===== config.mk =====
export PLATFORM = sky130hd
export DESIGN_NAME = countdown_sequencer
export DESIGN_NICKNAME = d
export VERILOG_FILES = /design/src/rtl/countdown_sequencer.sv
export SDC_FILE = /design/constraint.sdc
export NUM_CORES = 1
export LEC_CHECK = 0
export CAP_MARGIN = 20
export CELL_PAD_IN_SITES_DETAIL_PLACEMENT = 1
export CELL_PAD_IN_SITES_GLOBAL_PLACEMENT = 1
export CORE_UTILIZATION = 46
export DETAILED_ROUTE_END_ITERATION = 10
export MAX_ROUTING_LAYER = met4
export PLACE_DENSITY = 0.78
export SLEW_MARGIN = 20
export SYNTH_ARGS = -nofsm -noshare
export SYNTH_HDL_FRONTEND = slang
export SYNTH_SLANG_ARGS = --single-unit

===== constraint.sdc =====
create_clock -name clk -period 2.9 [get_ports clk]
set_clock_uncertainty 0.1 [all_clocks]
set_input_delay 0.58 -clock clk [delete_from_list [all_inputs] [get_ports clk]]
set_output_delay 0.58 -clock clk [all_outputs]
set_load 0.02 [all_outputs]

===== src/rtl/countdown_sequencer.sv =====
// Control FSM for the two-preset BCD countdown timer: sequences preset loads,
// per-second decrement strobes and the completion LED flash.
module countdown_sequencer #(
    parameter int TICK_DIV  = 100_000_000,
    parameter int FLASH_DIV = 25_000_000
) (
    input  logic        clk,
    input  logic        rst_n,
    input  logic        en_pulse,
    input  logic        mode_pulse,
    input  logic        zero,
    output logic        load,
    output logic        preset_sel,
    output logic        dec_en,
    output logic        running,
    output logic [15:0] led,
    output logic [1:0]  state
);

    typedef enum logic [1:0] {
        ST_LOAD  = 2'd0,
        ST_PAUSE = 2'd1,
        ST_RUN   = 2'd2,
        ST_DONE  = 2'd3
    } state_t;

    localparam int TW = (TICK_DIV > 1) ? $clog2(TICK_DIV) : 1;
    localparam int FW = (FLASH_DIV > 1) ? $clog2(FLASH_DIV) : 1;
    localparam logic [TW-1:0] TICK_LAST  = TW'(TICK_DIV - 1);
    localparam logic [FW-1:0] FLASH_LAST = FW'(FLASH_DIV - 1);

    state_t        cur_state;
    state_t        nxt_state;
    logic          toggle_sel;
    logic          tick;
    logic [TW-1:0] tick_cnt;
    logic [FW-1:0] flash_cnt;

    // NOTE: sequential state uses non-blocking assignments so every flop
    // samples the pre-edge values of the others, independent of block order.
    always_ff @(posedge clk or negedge rst_n) begin
        if (!rst_n) begin
            cur_state  <= ST_PAUSE;
            preset_sel <= 1'b0;
        end else begin
            cur_state  <= nxt_state;
            preset_sel <= preset_sel ^ toggle_sel;
        end
    end

    // NOTE: every signal written here gets a default first, otherwise a path
    // that leaves it unassigned would infer a latch.
    always_comb begin
        nxt_state  = cur_state;
        toggle_sel = 1'b0;
        unique case (cur_state)
            ST_LOAD: nxt_state = ST_PAUSE;
            ST_PAUSE: begin
                if (mode_pulse) begin
                    toggle_sel = 1'b1;
                    nxt_state  = ST_LOAD;
                end else if (en_pulse) begin
                    nxt_state = zero ? ST_DONE : ST_RUN;
                end
            end
            ST_RUN: begin
                if (mode_pulse) begin
                    toggle_sel = 1'b1;
                    nxt_state  = ST_LOAD;
                end else if (zero) begin
                    nxt_state = ST_DONE;
                end else if (en_pulse) begin
                    nxt_state = ST_PAUSE;
                end
            end
            ST_DONE: begin
                if (mode_pulse) begin
                    toggle_sel = 1'b1;
                    nxt_state  = ST_LOAD;
                end else if (en_pulse) begin
                    nxt_state = ST_LOAD;
                end
            end
        endcase
    end

    always_comb begin
        load    = (cur_state == ST_LOAD);
        running = (cur_state == ST_RUN);
        state   = cur_state;
        // Any pending pulse or zero pre-empts the tick, so no stray decrement.
        tick    = (cur_state == ST_RUN) && (tick_cnt == TICK_LAST) &&
                  !zero && !en_pulse && !mode_pulse;
    end

    // Tick phase restarts on each RUN entry; a paused partial second is lost.
    always_ff @(posedge clk or negedge rst_n) begin
        if (!rst_n) begin
            tick_cnt <= '0;
            dec_en   <= 1'b0;
        end else begin
            dec_en <= tick;
            if (cur_state == ST_RUN && nxt_state == ST_RUN)
                tick_cnt <= (tick_cnt == TICK_LAST) ? '0 : tick_cnt + 1'b1;
            else
                tick_cnt <= '0;
        end
    end

    always_ff @(posedge clk or negedge rst_n) begin
        if (!rst_n) begin
            flash_cnt <= '0;
            led       <= 16'h0000;
        end else if (nxt_state == ST_DONE && cur_state != ST_DONE) begin
            flash_cnt <= '0;
            led       <= 16'hFFFF;
        end else if (nxt_state == ST_DONE) begin
            if (flash_cnt == FLASH_LAST) begin
                flash_cnt <= '0;
                led       <= ~led;
            end else begin
                flash_cnt <= flash_cnt + 1'b1;
            end
        end else begin
            flash_cnt <= '0;
            led       <= 16'h0000;
        end
    end

endmodule

==> summary.md, run 1 <==
| Metric | Value |
|---|---|
| Synth top area cells | `dfrtp_1, or4_1, o31ai_1, xnor2_1, a31oi_1` |
| Most common library cells after synthesis | `dfrtp_1, or4_1, o31ai_1` |
| F_max | `0.413 GHz` |
| TritonRoute pass-1 iters | `4` |
| Synth area leader | `dfrtp_1` |
| Post-cts hold buffer count | `0` |
| CP startpoint kind | `flop` |
| Status | `finished, final reports clean` |
| Final nets | `between 400 and 500` |
| Main synth FF type | `dfrtp_1` |
| Setup CP Type | `reg2out` |
| DIE WIDTH | `92.1 um` |
| Layout Area Growth over Synthesis | `14.9%` |
| CTS tree | `built` |
| Max-slew violations | `0` |
| Max FO, Critical Path | `9` |
| RSZ-0062 raised after global routing | `false` |
| Synth top area share | `0.476` |
| Share of the clock period used by the worst path | `0.834` |
| Max VDD drop | `0.234 mV` |
| Clock buffer depth | `2` |
| Fin Setup TNS | `0 ps` |
| CTS Root Cell | `clkbuf_8` |
| Hold Crit Class | `in2async` |
| Critical Path RT | `2220 ps` |
| Gate Count Post-Synth | `385` |
| Antenna-violating nets left | `0` |
| Max-Cap Viols | `0` |
| Share of cells above drive strength 1 | `0.0874` |
| Post-Place Cells | `498` |
| Initial antenna violation count | `0` |
| Place WS | `523 ps` |
| Setup crit end kind | `output port` |
| Worst setup margin | `481 ps` |
| WL/cell | `between 15 and 20 um` |
| Detailed-route via count | `approximately 3200` |
| Residual DRC count | `0` |
| Leakage | `~0.0015 uW` |
| Final worst path period need | `2420 ps` |
| Warnings from Yosys | `0` |
| Critical path arrival | `1740 ps` |
| Syn Nets | `about 390` |
| Routed wire length | `8890 um` |
| RD Place Congestion | `0.809` |
| H-tree depth | `3` |
| Post-CTS Setup Repair Bufs | `0` |
| Final Setup Violations | `0` |
| Post-synth ARST share | `1.00` |
| Num Clock Sinks | `slightly above 70` |
| Num rows | `32` |
| CTS clock-pin slew for the worst setup and hold paths | `70 ps` |
| Unique masters post-synth | `43` |
| Slew HR | `0.641` |
| CTS Buf Count | `9` |
| Filler Cells Inserted | `864` |
| Area of the multi-input gates | `1770 um2` |
| Clk Latency, worst-skew pair | `~350 ps` |
| Global route total overflow | `0` |
| Pin count of the biggest net entering global routing | `40` |
| Antenna cells | `0` |
| DRT iter0 DRCs | `74` |
| Mapped cell area | `3740 um2` |
| Starting Density | `0.479` |
| Sequential area share after synthesis | `0.483` |
| Drt via density | `6.15` |
| Hold Violations, Final | `0` |
| DIE AREA | `8490 um2` |
| Overall power | `~2100 uW` |
| First-pass GRT wire length | `approximately 16000 um` |
| GR Util All Layers | `0.237` |
| PD cells | `around 490 nW/um2` |
| Synth Register Bits | `72` |
| Port bufs | `26` |
| Vias in the first global route | `3243` |
| Detailed-placement wirelength estimate | `5880 um` |
| Die Y | `92.1 um` |
| Worst-Margin Slew | `approximately 540 ps` |
| Finished Layout Cells | `around 510` |
| CTS resizes | `0` |
| Most frequent cell after synthesis | `dfrtp_1` |
| Post-synth EDFFs | `0` |
| Flip-flop and latch area | `1800 um2` |
| Mean Syn Cell Area | `9.70 um2` |
| Core Footprint | `7810 um2` |
| Fin util | `0.550` |
| Ports | `27` |
==> layout by cell type (no fill, tap or decap), drive strengths merged <==
cell	n
dfrtp	71
or4	30
o31ai	27
nor2	26
clkdlybuf4s50	25
xnor2	17
o21ai	17
nand3	17
nand2	16
a31oi	16
nor3	16
a21oi	15
or3	15
nand4	14
inv	13
a211oi	13
clkbuf	13
buf	11
xor2	7
nor4	5
and4	4
nor2b	3
nor4b	3
and3	2
and2	2
ha	2
clkinv	2
nand3b	1
o22ai	1
nor4bb	1
nor3b	1
o41ai	1
or4b	1
or2	1
a21o	1
bufinv	1
dfstp	1
==> final timing paths <==
check,start,to,slack [ps],cells after the start
min reg2reg,preset_sel,preset_sel,380,1
min,rst_n,tick_cnt[7],30,1
max,state[1],running,480,3
min in group clk,preset_sel,preset_sel,380,1
max in group asynchronous,rst_n,flash_cnt[10],2050,2
max reg2reg,tick_cnt[0],tick_cnt[26],560,5
==> logic make-up (layout without fill, tap and decap cells) <==
logic type               after synthesis  in the layout  synth area share
buffers and inverters                 38             65            0.0435
XOR/XNOR                              24             24            0.0563
adder cells (fa/ha/maj)                2              2           0.00670
flip-flops                            72             72             0.483
AO/OA/AOI/OAI                         91             91             0.157
AND/OR/NAND/NOR                      158            158             0.254
==> state kept, by name (all words and copies together) (netlist names) <==
name	flops
tick_cnt	27
flash_cnt	25
led	16
state	2
dec_en	1
preset_sel	1
==> power breakdown <==
part | leakage, uW | internal, uW | switching, uW
sequential | 0.000994 | 1040 | 31.3
combinational | 0.000401 | 94.0 | 119
clock | 0.000103 | 443 | 378
==> area by class of cell <==
| type | instances | share of cell area |
|---|---|---|
| clock inverters | 3 | 0.00933 |
| well taps | 102 | 0.0297 |
| repair buffers | 36 | 0.0799 |
| clock buffers | 13 | 0.0370 |
| flip-flops and latches | 72 | 0.420 |
| inverters | 13 | 0.0114 |
| multi-input cells | 275 | 0.413 |
==> critical path: stages, from the launching register on <==
cell and delay [ps]:
dfrtp_1 470, inv_1 100, nor2_1 180, clkdlybuf4s50_1 630
==> metrics by stage <==
step | hold WS, ps | area, um2
after floorplan | 184 | 3740
after global placement | 363 | 4090
after detailed placement | 377 | 4090
after CTS | 32.0 | 4290
after global routing | 38.7 | 4290
final | 32.2 | 4290
==> routing by layer <==
| metal | wire length, um | vias to the layer above | global-route usage |
|---|---|---|---|
| li1 | - | 1507 | - |
| met1 | 4120 | 1586 | 0.292 |
| met2 | 4330 | 46 | 0.383 |
| met3 | 252 | 20 | 0.0456 |
| met4 | 186 | 0 | 0.0951 |
| met5 | 0 | - | - |
Note: power is estimated with default switching activity, not from simulation.
==> run 2, diff against run 1 <==
clock period = 2.4 ns   (was 2.9 ns; I/O delays follow)
==> run 2 against run 1 <==
  * Count of clock-buffer cells in the layout down 3
  * Die area unchanged
  * Non-clock buffer count rose by 5
  * Critical path depth increased by 2
==> summary.md, run 2 (synthesis results as in run 1) <==
| Metric | Value |
|---|---|
| CTS Buf Count | `9` |
| Routed wire length | `about 9000 um` |
| Flip-flop count of the largest register after layout | `27` |
| Hold Violations, Final | `0` |
| Crit path largest cell delay | `approximately 580 ps` |
| Largest regs | `tick_cnt x27, flash_cnt x25, led x16` |
| Setup CP Type | `reg2reg` |
| Max VDD drop | `0.305 mV` |
| Core Footprint | `7810 um2` |
| Final nets | `419` |
| Vias in the first global route | `3275` |
| Layout Area Growth over Synthesis | `16.3%` |
| Critical path arrival | `2430 ps` |
| Antenna cells | `0` |
| Pin count of the biggest net entering global routing | `73` |
| RD Place Congestion | `0.738` |
| DIE AREA | `8490 um2` |
| CP startpoint kind | `flop` |
| TritonRoute pass-1 iters | `4` |
| Port bufs | `26` |
| Met3 WL | `211 um` |
| Met1 Wirelength | `4340 um` |
| Max FO, Critical Path | `10` |
| Slew HR | `0.646` |
| Worst path buffer plus inverter count | `0` |
| R2r setup slk | `150 ps` |
| Drt via density | `6.03` |
| Share of cells above drive strength 1 | `0.106` |
| Slowest-stage cell, CP | `or3_1` |
| Detailed-route via count | `around 3100` |
| CTS Root Cell | `clkbuf_8` |
| Post-CTS Setup Repair Bufs | `0` |
| Num rows | `32` |
| Die Y | `roughly 92 um` |
| Ports | `27` |
| F_max | `0.445 GHz` |
| Commonest non-fill, non-tap cells in the layout | `dfrtp_1, o31ai_1, or4_1, nor2_1, clkdlybuf4s50_1` |
| Critical Path RT | `2580 ps` |
| Worst r2r src | `flash_cnt[0]` |
| Hold Crit Class | `in2async` |
| CP startpoint | `flash_cnt[0]` |
| Final Setup Violations | `0` |
| Clock buffer depth | `2` |
| H-tree depth | `3` |
| Met2 wire length | `4350 um` |
| DIE WIDTH | `92.1 um` |
| DRT iter0 DRCs | `107` |
| Status | `finished, final reports clean` |
| Max Used Layer | `met4` |
| Detailed-placement wirelength estimate | `about 5700 um` |
| CTS tree | `built` |
| PD cells | `597 nW/um2` |
| Fin Setup TNS | `0 ps` |
| R2R cell count | `5` |
| Global route total overflow | `0` |
| Top reg by flops | `tick_cnt` |
| CTS clock-pin slew for the worst setup and hold paths | `80 ps` |
| Final worst path period need | `2250 ps` |
| Share of the clock period used by the worst path | `0.935` |
| RSZ-0062 raised after global routing | `false` |
| Commonest non-fill, non-tap cell in the layout | `dfrtp_1` |
| Max-Cap Viols | `0` |
| Worst-Margin Slew | `between 500 and 600 ps` |
| Initial antenna violation count | `0` |
| Residual DRC count | `0` |
| Setup crit end kind | `flop` |
| First-pass GRT wire length | `between 15000 and 20000 um` |
| Num Clock Sinks | `72` |
| Antenna-violating nets left | `0` |
| GR Util All Layers | `0.239` |
| Max-slew violations | `0` |
| Leakage | `0.00153 uW` |
| End of the worst register-to-register path | `flash_cnt[24]` |
| Clk Latency, worst-skew pair | `roughly 350 ps` |
| WL/cell | `17.4 um` |
| Fin util | `0.557` |
| Top delay family on crit path | `simple AND/OR/NAND/NOR gates` |
| Starting Density | `0.479` |
| Cells along the critical path | `ha_1, nand4_1, or3_1, or4b_1, a21oi_1` |
run 2: cell type report:
cell class	instances	area, um2
Fill cell	891	3460
Sequential cell	72	1800
Multi-Input combinational cell	275	1770
Timing Repair Buffer	41	380
Clock buffer	10	128
Tap cell	102	128
Clock inverter	6	83.8
Inverter	13	48.8
run 2: how the worst max path moves through the flow:
| stage | cells past startpoint | endpoint |
|---|---|---|
| after floorplan | 5 | tick_cnt[26] |
| after global placement | 5 | tick_cnt[26] |
| after detailed placement | 4 | flash_cnt[21] |
| after CTS | 4 | flash_cnt[23] |
| after global routing | 5 | tick_cnt[26] |
| final | 5 | flash_cnt[24] |
run 2: through the flow:
step	worst slack (ps)	area (um2)	power, uW	instances	hold WS [ps]
after floorplan	282	3740	1430	385	84.4
after global placement	202	4130	1560	503	365
after detailed placement	126	4130	1570	503	386
after CTS	62.6	4340	2630	519	72.4
after global routing	35.0	4350	2680	519	92.5
final	155	4350	2600	519	50.6
run 2: per-layer routing:
metal	global-route usage	up-vias
met2	0.380	42
met5	-	-
li1	-	1510
met4	0.0977	0
met3	0.0315	14
met1	0.308	1564
run 2: where the power goes:
part           switching [uW]  internal (uW)  total (uW)
Combinational             140            113         253
Sequential               38.2           1250        1290
Clock                     471            582        1050
Total                     649           1950        2600
run 2: repair_timing:
| item | CTS | global route |
|---|---|---|
| resized for setup | 0 | 2 |
| hold buffers | 0 | 0 |
| endpoints found under the setup margin | 0 | 7 |
run 2: worst reg2reg max path, cell delays in order, from the launching register on:
cell and delay [ps]:
dfrtp_1 390, ha_1 240, nand4_1 190, or3_1 580, or4b_1 520, a21oi_1 160
==> run 3, diff against run 2 <==
clock period = 2.2 ns   (was 2.4 ns; I/O delays follow)
==> run 3 against run 2 <==
  * Count of clock-buffer cells in the layout grew 1
  * Sequential power is 9% higher
  * Clock power rose by 50%
  * Final area grew 10%
  * Fmax up 4.5%
  * Utilization increased by 5.8 points
  * Non-clock buffer count rose by 29
  * Combinational power increased by 17%
  * Global-route usage increased by 2.5 points
  * Flip-flop and latch count stayed put
  * Critical path type unchanged
  * Largest power group is now clock
==> summary.md, run 3 (synthesis results as in run 1) <==
| Metric | Value |
|---|---|
| Num Clock Sinks | `72` |
| PD cells | `~680 nW/um2` |
| Detailed-route via count | `3415` |
| Commonest non-fill, non-tap cells in the layout | `dfrtp_1, buf_4, or4_1, nor2_1, o31ai_1` |
| WL/cell | `roughly 20 um` |
| Final worst path period need | `2150 ps` |
| Setup crit end kind | `flop` |
| Setup CP Type | `reg2reg` |
| Antenna-violating nets left | `0` |
| CTS clock-pin slew for the worst setup and hold paths | `around 80 ps` |
| Hold Crit Class | `reg2reg` |
| RD Place Congestion | `roughly 0.74` |
| Top cell by count, worst path | `buf_4` |
| H-tree depth | `3` |
| Routed wire length | `10900 um` |
| F_max | `0.465 GHz` |
| Max-Cap Viols | `0` |
| Slowest-stage cell, CP | `dfrtp_1` |
| Top delay family on crit path | `buffers and inverters` |
| Die Y | `approximately 90 um` |
| Initial antenna violation count | `0` |
| Critical Path RT | `approximately 2300 ps` |
| Starting Density | `0.479` |
| Share of cells above drive strength 1 | `0.186` |
| Global route total overflow | `0` |
| Final nets | `449` |
| Crit path largest cell delay | `410 ps` |
| CTS Root Cell | `clkbuf_8` |
| TritonRoute pass-1 iters | `4` |
| Worst path buffer plus inverter count | `3` |
| Port bufs | `26` |
| CP startpoint | `flash_cnt[0]` |
| Overall power | `3280 uW` |
| GR Util All Layers | `0.264` |
| Fin Setup TNS | `0 ps` |
| Share of the clock period used by the worst path | `0.977` |
| CP startpoint kind | `flop` |
| Leakage | `0.00177 uW` |
| Pin count of the biggest net entering global routing | `34` |
| Vias in the first global route | `3415` |
| DIE WIDTH | `approximately 92 um` |
| Hold Violations, Final | `0` |
| Num rows | `32` |
| Cells along the critical path | `ha_4, and4_4, nand4_1, buf_4, buf_4, clkbuf_16, o31ai_1, a31oi_1` |
| Final Setup Violations | `0` |
| Max VDD drop | `0.436 mV` |
| Largest regs | `tick_cnt x27, flash_cnt x25, led x16` |
| CTS tree | `built` |
| Antenna cells | `0` |
| Layout Area Growth over Synthesis | `28.4%` |
| Clk Latency, worst-skew pair | `370 ps` |
| DIE AREA | `8490 um2` |
| First-pass GRT wire length | `16900 um` |
| Top reg by flops | `tick_cnt` |
| Slew HR | `0.611` |
| Max-slew violations | `0` |
| Drt via density | `roughly 6.2` |
| DRT iter0 DRCs | `108` |
| Critical path arrival | `between 2000 and 2500 ps` |
| Residual DRC count | `0` |
| Min-delay src | `preset_sel` |
| Detailed-placement wirelength estimate | `6190 um` |
| Max FO, Critical Path | `16` |
| Status | `finished, final reports clean` |
| Core Footprint | `7810 um2` |
| Worst-Margin Slew | `583 ps` |
| Commonest non-fill, non-tap cell in the layout | `dfrtp_1` |
| CTS Buf Count | `9` |
| Clock buffer depth | `2` |
| Worst r2r src | `flash_cnt[0]` |
| Ports | `27` |
| Fin util | `0.614` |
| Flip-flop count of the largest register after layout | `27` |
| R2r setup slk | `about 52 ps` |
run 3: through the flow:
stage | hold WS (ps) | setup WS, ps | instances | cell area, um2
final | 387 | 51.5 | 549 | 4800
after global placement | 345 | 83.4 | 519 | 4260
after detailed placement | 344 | -52.0 | 519 | 4260
after global routing | 418 | -23.7 | 549 | 4800
after floorplan | 44.4 | 82.3 | 385 | 3740
after CTS | 401 | 1.19 | 538 | 4600
run 3: routing by layer:
metal / vias up / track usage / wire length [um]
met1: 1755 / 0.340 / 5020
met5: - / - / 0
met3: 17 / 0.0323 / 265
met2: 65 / 0.418 / 5440
li1: 1578 / - / -
met4: 0 / 0.118 / 206
run 3: final cells by class:
cell class	instances	area, um2
sequential	72	1810
tap	102	128
timing repair buffer	70	653
clock inverter	5	150
multi-input combinational	276	1860
clock buffer	11	151
inverter	13	48.8
fill	836	3010
run 3: final timing paths:
| kind | end | depth (start not counted) |
|---|---|---|
| setup reg to reg | led[4] | 8 |
| hold reg to reg | preset_sel | 1 |
| max in group asynchronous | tick_cnt[10] | 3 |
| setup / recovery | led[4] | 8 |
| hold / removal | preset_sel | 1 |
| min in group asynchronous | tick_cnt[9] | 2 |
run 3: power breakdown:
group | total (uW) | leakage [uW] | internal, uW | switching [uW]
Clock | 1570 | 0.000150 | 1050 | 528
Combinational | 296 | 0.000632 | 130 | 166
Sequential | 1410 | 0.000989 | 1370 | 45.5
Total | 3280 | 0.00177 | 2540 | 740
run 3: worst reg2reg max path: stages, from the launching register on:
cell	delay (ps)
dfrtp_1	410
ha_4	180
and4_4	260
nand4_1	90
buf_4	180
buf_4	150
clkbuf_16	170
o31ai_1	340
a31oi_1	140
run 3: what timing repair did:
action                                  in CTS  in global routing
endpoints found under the setup margin       5                 31
setup buffers                                2                  8
pin swaps                                    1                  8
hold endpoints to repair                    19                  0
gates cloned                                 0                  3
hold buffers                                 1                  0
resized for setup                            5                 14
